### src/rtl/alu_share_arbiter.sv
// -----------------------------------------------------------------------------
// alu_share_arbiter
//
// Shares one external combinational ALU between two requesters. A round-robin
// arbiter picks a requester in IDLE, the winner's op/operands are latched and
// presented to the ALU for one EXEC cycle, the ALU result is captured, and the
// result is held on the owner's response channel (RESP) until it is accepted.
// Only one transaction is in flight at a time.
//
// Parameters:
//   WIDTH  operand/result width
//   OPW    ALU op code width (op codes are forwarded unmodified)
//   CNT_W  grant counter width (used only with ALU_ARB_STATS_EN)
//
// Ports:
//   clk, rst                    clock, synchronous active-high reset
//   req{0,1}_valid/_ready       request handshake per requester
//   req{0,1}_op/_a/_b           request payload per requester
//   rsp{0,1}_valid/_ready       response handshake per requester
//   rsp{0,1}_data               response data per requester
//   alu_op/alu_a/alu_b          registered drive to the shared ALU
//   alu_result                  combinational result from the shared ALU
//   grant_cnt0/grant_cnt1       saturating grant counters (ALU_ARB_STATS_EN only)
//
// Configuration macro: ALU_ARB_STATS_EN
//   defined   -> grant_cnt0/grant_cnt1 ports and saturating counters present
//   undefined -> no counter ports or logic
// -----------------------------------------------------------------------------
module alu_share_arbiter #(
  parameter int WIDTH = 32,
  parameter int OPW   = 4,
  parameter int CNT_W = 16
) (
  input  logic             clk,
  input  logic             rst,
  // requester 0
  input  logic             req0_valid,
  output logic             req0_ready,
  input  logic [OPW-1:0]   req0_op,
  input  logic [WIDTH-1:0] req0_a,
  input  logic [WIDTH-1:0] req0_b,
  // requester 1
  input  logic             req1_valid,
  output logic             req1_ready,
  input  logic [OPW-1:0]   req1_op,
  input  logic [WIDTH-1:0] req1_a,
  input  logic [WIDTH-1:0] req1_b,
  // response 0
  output logic             rsp0_valid,
  input  logic             rsp0_ready,
  output logic [WIDTH-1:0] rsp0_data,
  // response 1
  output logic             rsp1_valid,
  input  logic             rsp1_ready,
  output logic [WIDTH-1:0] rsp1_data,
  // shared ALU
  output logic [OPW-1:0]   alu_op,
  output logic [WIDTH-1:0] alu_a,
  output logic [WIDTH-1:0] alu_b,
  input  logic [WIDTH-1:0] alu_result
`ifdef ALU_ARB_STATS_EN
  ,
  output logic [CNT_W-1:0] grant_cnt0,
  output logic [CNT_W-1:0] grant_cnt1
`endif
);

  localparam logic [1:0] S_IDLE = 2'd0;
  localparam logic [1:0] S_EXEC = 2'd1;
  localparam logic [1:0] S_RESP = 2'd2;

  logic [1:0]       state;
  logic             prio;       // requester favoured when both are valid
  logic             owner;      // requester that owns the in-flight transaction
  logic [OPW-1:0]   op_q;
  logic [WIDTH-1:0] a_q;
  logic [WIDTH-1:0] b_q;
  logic [WIDTH-1:0] res0_q;     // held result for requester 0
  logic [WIDTH-1:0] res1_q;     // held result for requester 1

  logic             grant_any;
  logic             grant_sel;

  // Arbitration: only in IDLE and never while reset is asserted, so a ready
  // pulse always corresponds to an actual grant on the next edge.
  always_comb begin
    grant_any = 1'b0;
    grant_sel = 1'b0;
    if (!rst && state == S_IDLE) begin
      if (req0_valid && req1_valid) begin
        grant_any = 1'b1;
        grant_sel = prio;
      end else if (req0_valid) begin
        grant_any = 1'b1;
        grant_sel = 1'b0;
      end else if (req1_valid) begin
        grant_any = 1'b1;
        grant_sel = 1'b1;
      end
    end
  end

  assign req0_ready = grant_any && !grant_sel;
  assign req1_ready = grant_any &&  grant_sel;

  always_ff @(posedge clk) begin
    if (rst) begin
      state  <= S_IDLE;
      prio   <= 1'b0;
      owner  <= 1'b0;
      op_q   <= '0;
      a_q    <= '0;
      b_q    <= '0;
      res0_q <= '0;
      res1_q <= '0;
    end else begin
      case (state)
        S_IDLE: begin
          if (grant_any) begin
            op_q  <= grant_sel ? req1_op : req0_op;
            a_q   <= grant_sel ? req1_a  : req0_a;
            b_q   <= grant_sel ? req1_b  : req0_b;
            owner <= grant_sel;
            prio  <= ~grant_sel;
            state <= S_EXEC;
          end
        end
        S_EXEC: begin
          if (owner) res1_q <= alu_result;
          else       res0_q <= alu_result;
          state <= S_RESP;
        end
        S_RESP: begin
          if (owner ? rsp1_ready : rsp0_ready) state <= S_IDLE;
        end
        default: state <= S_IDLE;
      endcase
    end
  end

  // ALU drive comes straight from the latched registers, so it is stable for
  // the whole EXEC cycle and keeps its last value while idle.
  assign alu_op = op_q;
  assign alu_a  = a_q;
  assign alu_b  = b_q;

  assign rsp0_valid = (state == S_RESP) && !owner;
  assign rsp1_valid = (state == S_RESP) &&  owner;
  assign rsp0_data  = res0_q;
  assign rsp1_data  = res1_q;

`ifdef ALU_ARB_STATS_EN
  localparam logic [CNT_W-1:0] CNT_ONE = {{(CNT_W-1){1'b0}}, 1'b1};

  always_ff @(posedge clk) begin
    if (rst) begin
      grant_cnt0 <= '0;
      grant_cnt1 <= '0;
    end else begin
      if (req0_ready && grant_cnt0 != '1) grant_cnt0 <= grant_cnt0 + CNT_ONE;
      if (req1_ready && grant_cnt1 != '1) grant_cnt1 <= grant_cnt1 + CNT_ONE;
    end
  end
`endif

endmodule

### config.mk
export PLATFORM = sky130hd
export DESIGN_NAME = alu_share_arbiter
export DESIGN_NICKNAME = d
export VERILOG_FILES = /design/src/rtl/alu_share_arbiter.sv
export SDC_FILE = /design/constraint.sdc
export NUM_CORES = 1
export LEC_CHECK = 0
export ABC_AREA = 1
export CAP_MARGIN = 20
export CORE_UTILIZATION = 36
export DETAILED_ROUTE_END_ITERATION = 7
export GPL_TIMING_DRIVEN = 1
export PLACE_DENSITY_LB_ADDON = 0.12
export SYNTH_ARGS = -nofsm -noshare
export SYNTH_HDL_FRONTEND = slang
export SYNTH_SLANG_ARGS = --single-unit
### constraint.sdc
create_clock -name clk -period 1.24 [get_ports clk]
set_input_delay 0.248 -clock clk [delete_from_list [all_inputs] [get_ports clk]]
set_output_delay 0.248 -clock clk [all_outputs]
set_load 0.01 [all_outputs]
==> reports/qor.txt <==
Clock network power share -> 0.387
DRT Pass-1 Iters -> 4
Via/cell ratio -> 4.613
Cell count after synthesis -> 827
I/O pin count -> 310
Net Sw Frac -> 0.2796
Max-Cap Viols -> 0
CP Data Required Time -> 0.99 ns
Setup Skew -> 0.008162 ns
Placed Instances -> 1,337
Final min period -> 1.529 ns
Cts hold-fix bufs -> 0
Combinational share of power -> 0.244
Routed len/inst -> 15.28 µm
CTS tree -> done
Worst-margin pin slew -> 0.5363 ns
Min-Delay Path Depth -> 3
Failing checks -> setup timing
CTS Root Cell -> clkbuf_16
Final Cycle Share -> 1.233
Fmax -> 654.2 MHz
Wirelength, routed -> 21,460 µm
DR vias -> 6,477
Max_slew headroom -> 0.6424
Post-DP HPWL -> 13,260 µm
Synth area leaders -> dfxtp_1, nor2_1, o21ai_0, inv_1, nand2_1
Nets@finish -> 1,349
Design area -> 10,550 µm²
Mapped Avg Cell Area -> 7.073 µm²
Placed cell area -> 9316 µm²
Net count of the mapped netlist -> 1,001
FF+latch count, synth -> 136
Setup violators final -> 116
Die ar. -> 16,760 µm²
GR Util All Layers -> 0.2336
Final slew viol count -> 0
Worst setup margin -> -0.2885 ns
Clock sinks -> 136
Detailed Route Iter0 Violations -> 212
Psw -> 3757 µW
Unrepaired setup endpoints after global routing -> yes
Buffers on Ports -> 309
Core Footprint -> 15,890 µm²
Post-route insts no fill -> 1,404
Grt ovf -> 0
Area grow syn2layout -> 80.39%
Number of global-route vias before repair -> 5,821
H-tree levels -> 4
Worst Setup Path Type -> reg2out
Clk Latency, worst-skew pair -> 0.42 ns
Min-delay worst type -> in2reg
Layout cells sized above 1 -> 0.3496
Gpl congestion -> 0.8124
DIE WIDTH -> 129.5 µm
P_leak -> 0.004813 µW
Post-route DRC violation count -> 0
CP Capture Type -> primary output
Worst-path maximum fanout -> 3
Effective utilization at floorplan -> 0.3682
P_int -> 9679 µW
Sequential share of power -> 0.370
Critical path launch point type -> flop
Row Count -> 46
Post-Syn Area -> 5849 µm²
Sequential fraction of the synthesis area -> 0.4655
Cts bufs inserted -> 17
Largest net degree at the start of global routing -> 54
Initial antenna violation count -> 1
Cell variety after synth -> 20
Register area -> 2769 µm²
CTS clk-pin slew, worst paths -> 0.06 ns
CP arrival -> 1.28 ns
Reg2reg path depth -> 9
Multi-input combinational cell area -> 2780 µm²
Die Span Y -> 129.5 µm
Final Hold Fails -> 0
PD cells -> 1273 nW/µm²
Fillers -> 1,420
Post-synth top area cell -> dfxtp_1
First-pass GRT wire length -> 29,890 µm
Run status -> complete, but fails checks
Maximum root-to-sink buffer count -> 2
Ys Warns -> 0
Post-synth top area share -> 0.4655
Antenna viol nets, final -> 0
Max VDD drop -> 0.9529 mV
## placed cells by master, fill, tap and decap left out, types with 5 or more instances in the layout
cell	count
clkdlybuf4s50_1	170
nor2_1	122
inv_1	113
buf_2	105
dfxtp_1	101
nand3_1	63
a21oi_1	63
o21ai_1	49
nand2_1	48
nand2_2	41
o21ai_0	38
nor2_2	36
dfxtp_2	34
clkbuf_16	28
buf_4	24
o21ai_2	21
clkbuf_2	17
nand2_4	16
buf_12	16
clkdlybuf4s15_2	14
buf_6	10
nand3_2	7
buf_8	6
nor2_4	5
buf_16	5
## flip-flops by register name (all words and copies together), names as in the netlist
register and flops:
alu_a 32, alu_b 32, rsp0_data 32, rsp1_data 32, alu_op 4, state 2, owner 1, prio 1
## layout make-up
type                       instances  share of cell area
tap                              216             0.02561
inverter                         121             0.04577
sequential                       136              0.2624
timing repair buffer             381              0.3453
antenna                            1           0.0002372
clock inverter                    11             0.01399
timing repair inverter             1           0.0008301
clock buffer                      20             0.04233
multi-input combinational        517              0.2635
## cells in the mapped netlist (all sizes together)
cell type,n
a21oi,66
buf,32
clkbuf,22
clkinv,1
dfxtp,136
inv,120
nand2,105
nand3,73
nor2,163
o21ai,108
o31ai,1
## power groups by stage
stage                     logic (µW)  registers [µW]  clock network, µW
final                           3280            4970               5200
after global routing            3550            5010               5490
after CTS                       2860            4930               5280
after detailed placement        2840            5010                  0
after global placement          2820            5010                  0
after floorplan                 1030            5180                  0
## metal layers
metal / up-vias / track usage / share of wire
li1: 3310 / - / -
met3: 35 / 0.08712 / 0.086
met2: 229 / 0.4029 / 0.50
met1: 2903 / 0.2595 / 0.39
met4: 0 / 0.09508 / 0.021
met5: - / 0 / 0
## critical path: stages, from the launching register on
cell and delay [ns]:
dfxtp_2 0.34, inv_2 0.04, nand2_2 0.06, nand2_4 0.06, buf_12 0.13, nor2_4 0.13, buf_6 0.12
## logic make-up (layout without fill, tap and decap cells)
kind of cell,Yosys count,after routing,synth area share
and+or+nand+nor,341,342,0.2537
AOI/OAI and AO/OA,175,175,0.1502
buffers and inverters,175,534,0.1307
DFF,136,136,0.4655
other,0,1,0
## what timing repair did
action | CTS | global route
setup endpoints to repair | 243 | 207
gates resized for setup | 486 | 276
setup buffers | 4 | 10
pin swaps | 3 | 71
cloned | 6 | 16
## through the flow
stage	total power, µW	hold slack (ns)	TNS [ns]	utilization	worst slack (ns)
floorplan	6206	0.4092	-0.01953	-	-0.01953
global placement	7832	0.4298	-42.83	0.5865	-0.6390
detailed placement	7849	0.4330	-43.92	0.5865	-0.6512
CTS	13070	0.1850	-10.95	0.6331	-0.2757
global route	14040	0.2100	-21.64	0.6641	-0.3393
finish	13440	0.2006	-12.80	0.6642	-0.2885
## path summary, 6_finish.rpt
check,startpoint,endpoint,slack [ns]
max,prio,req1_ready,-0.29
min,rst,state[1],0.20
max reg2reg,state[0],alu_b[12],-0.25
min reg2reg,rsp1_data[7],rsp1_data[7],0.44
Power figures use the tool's default switching activity.
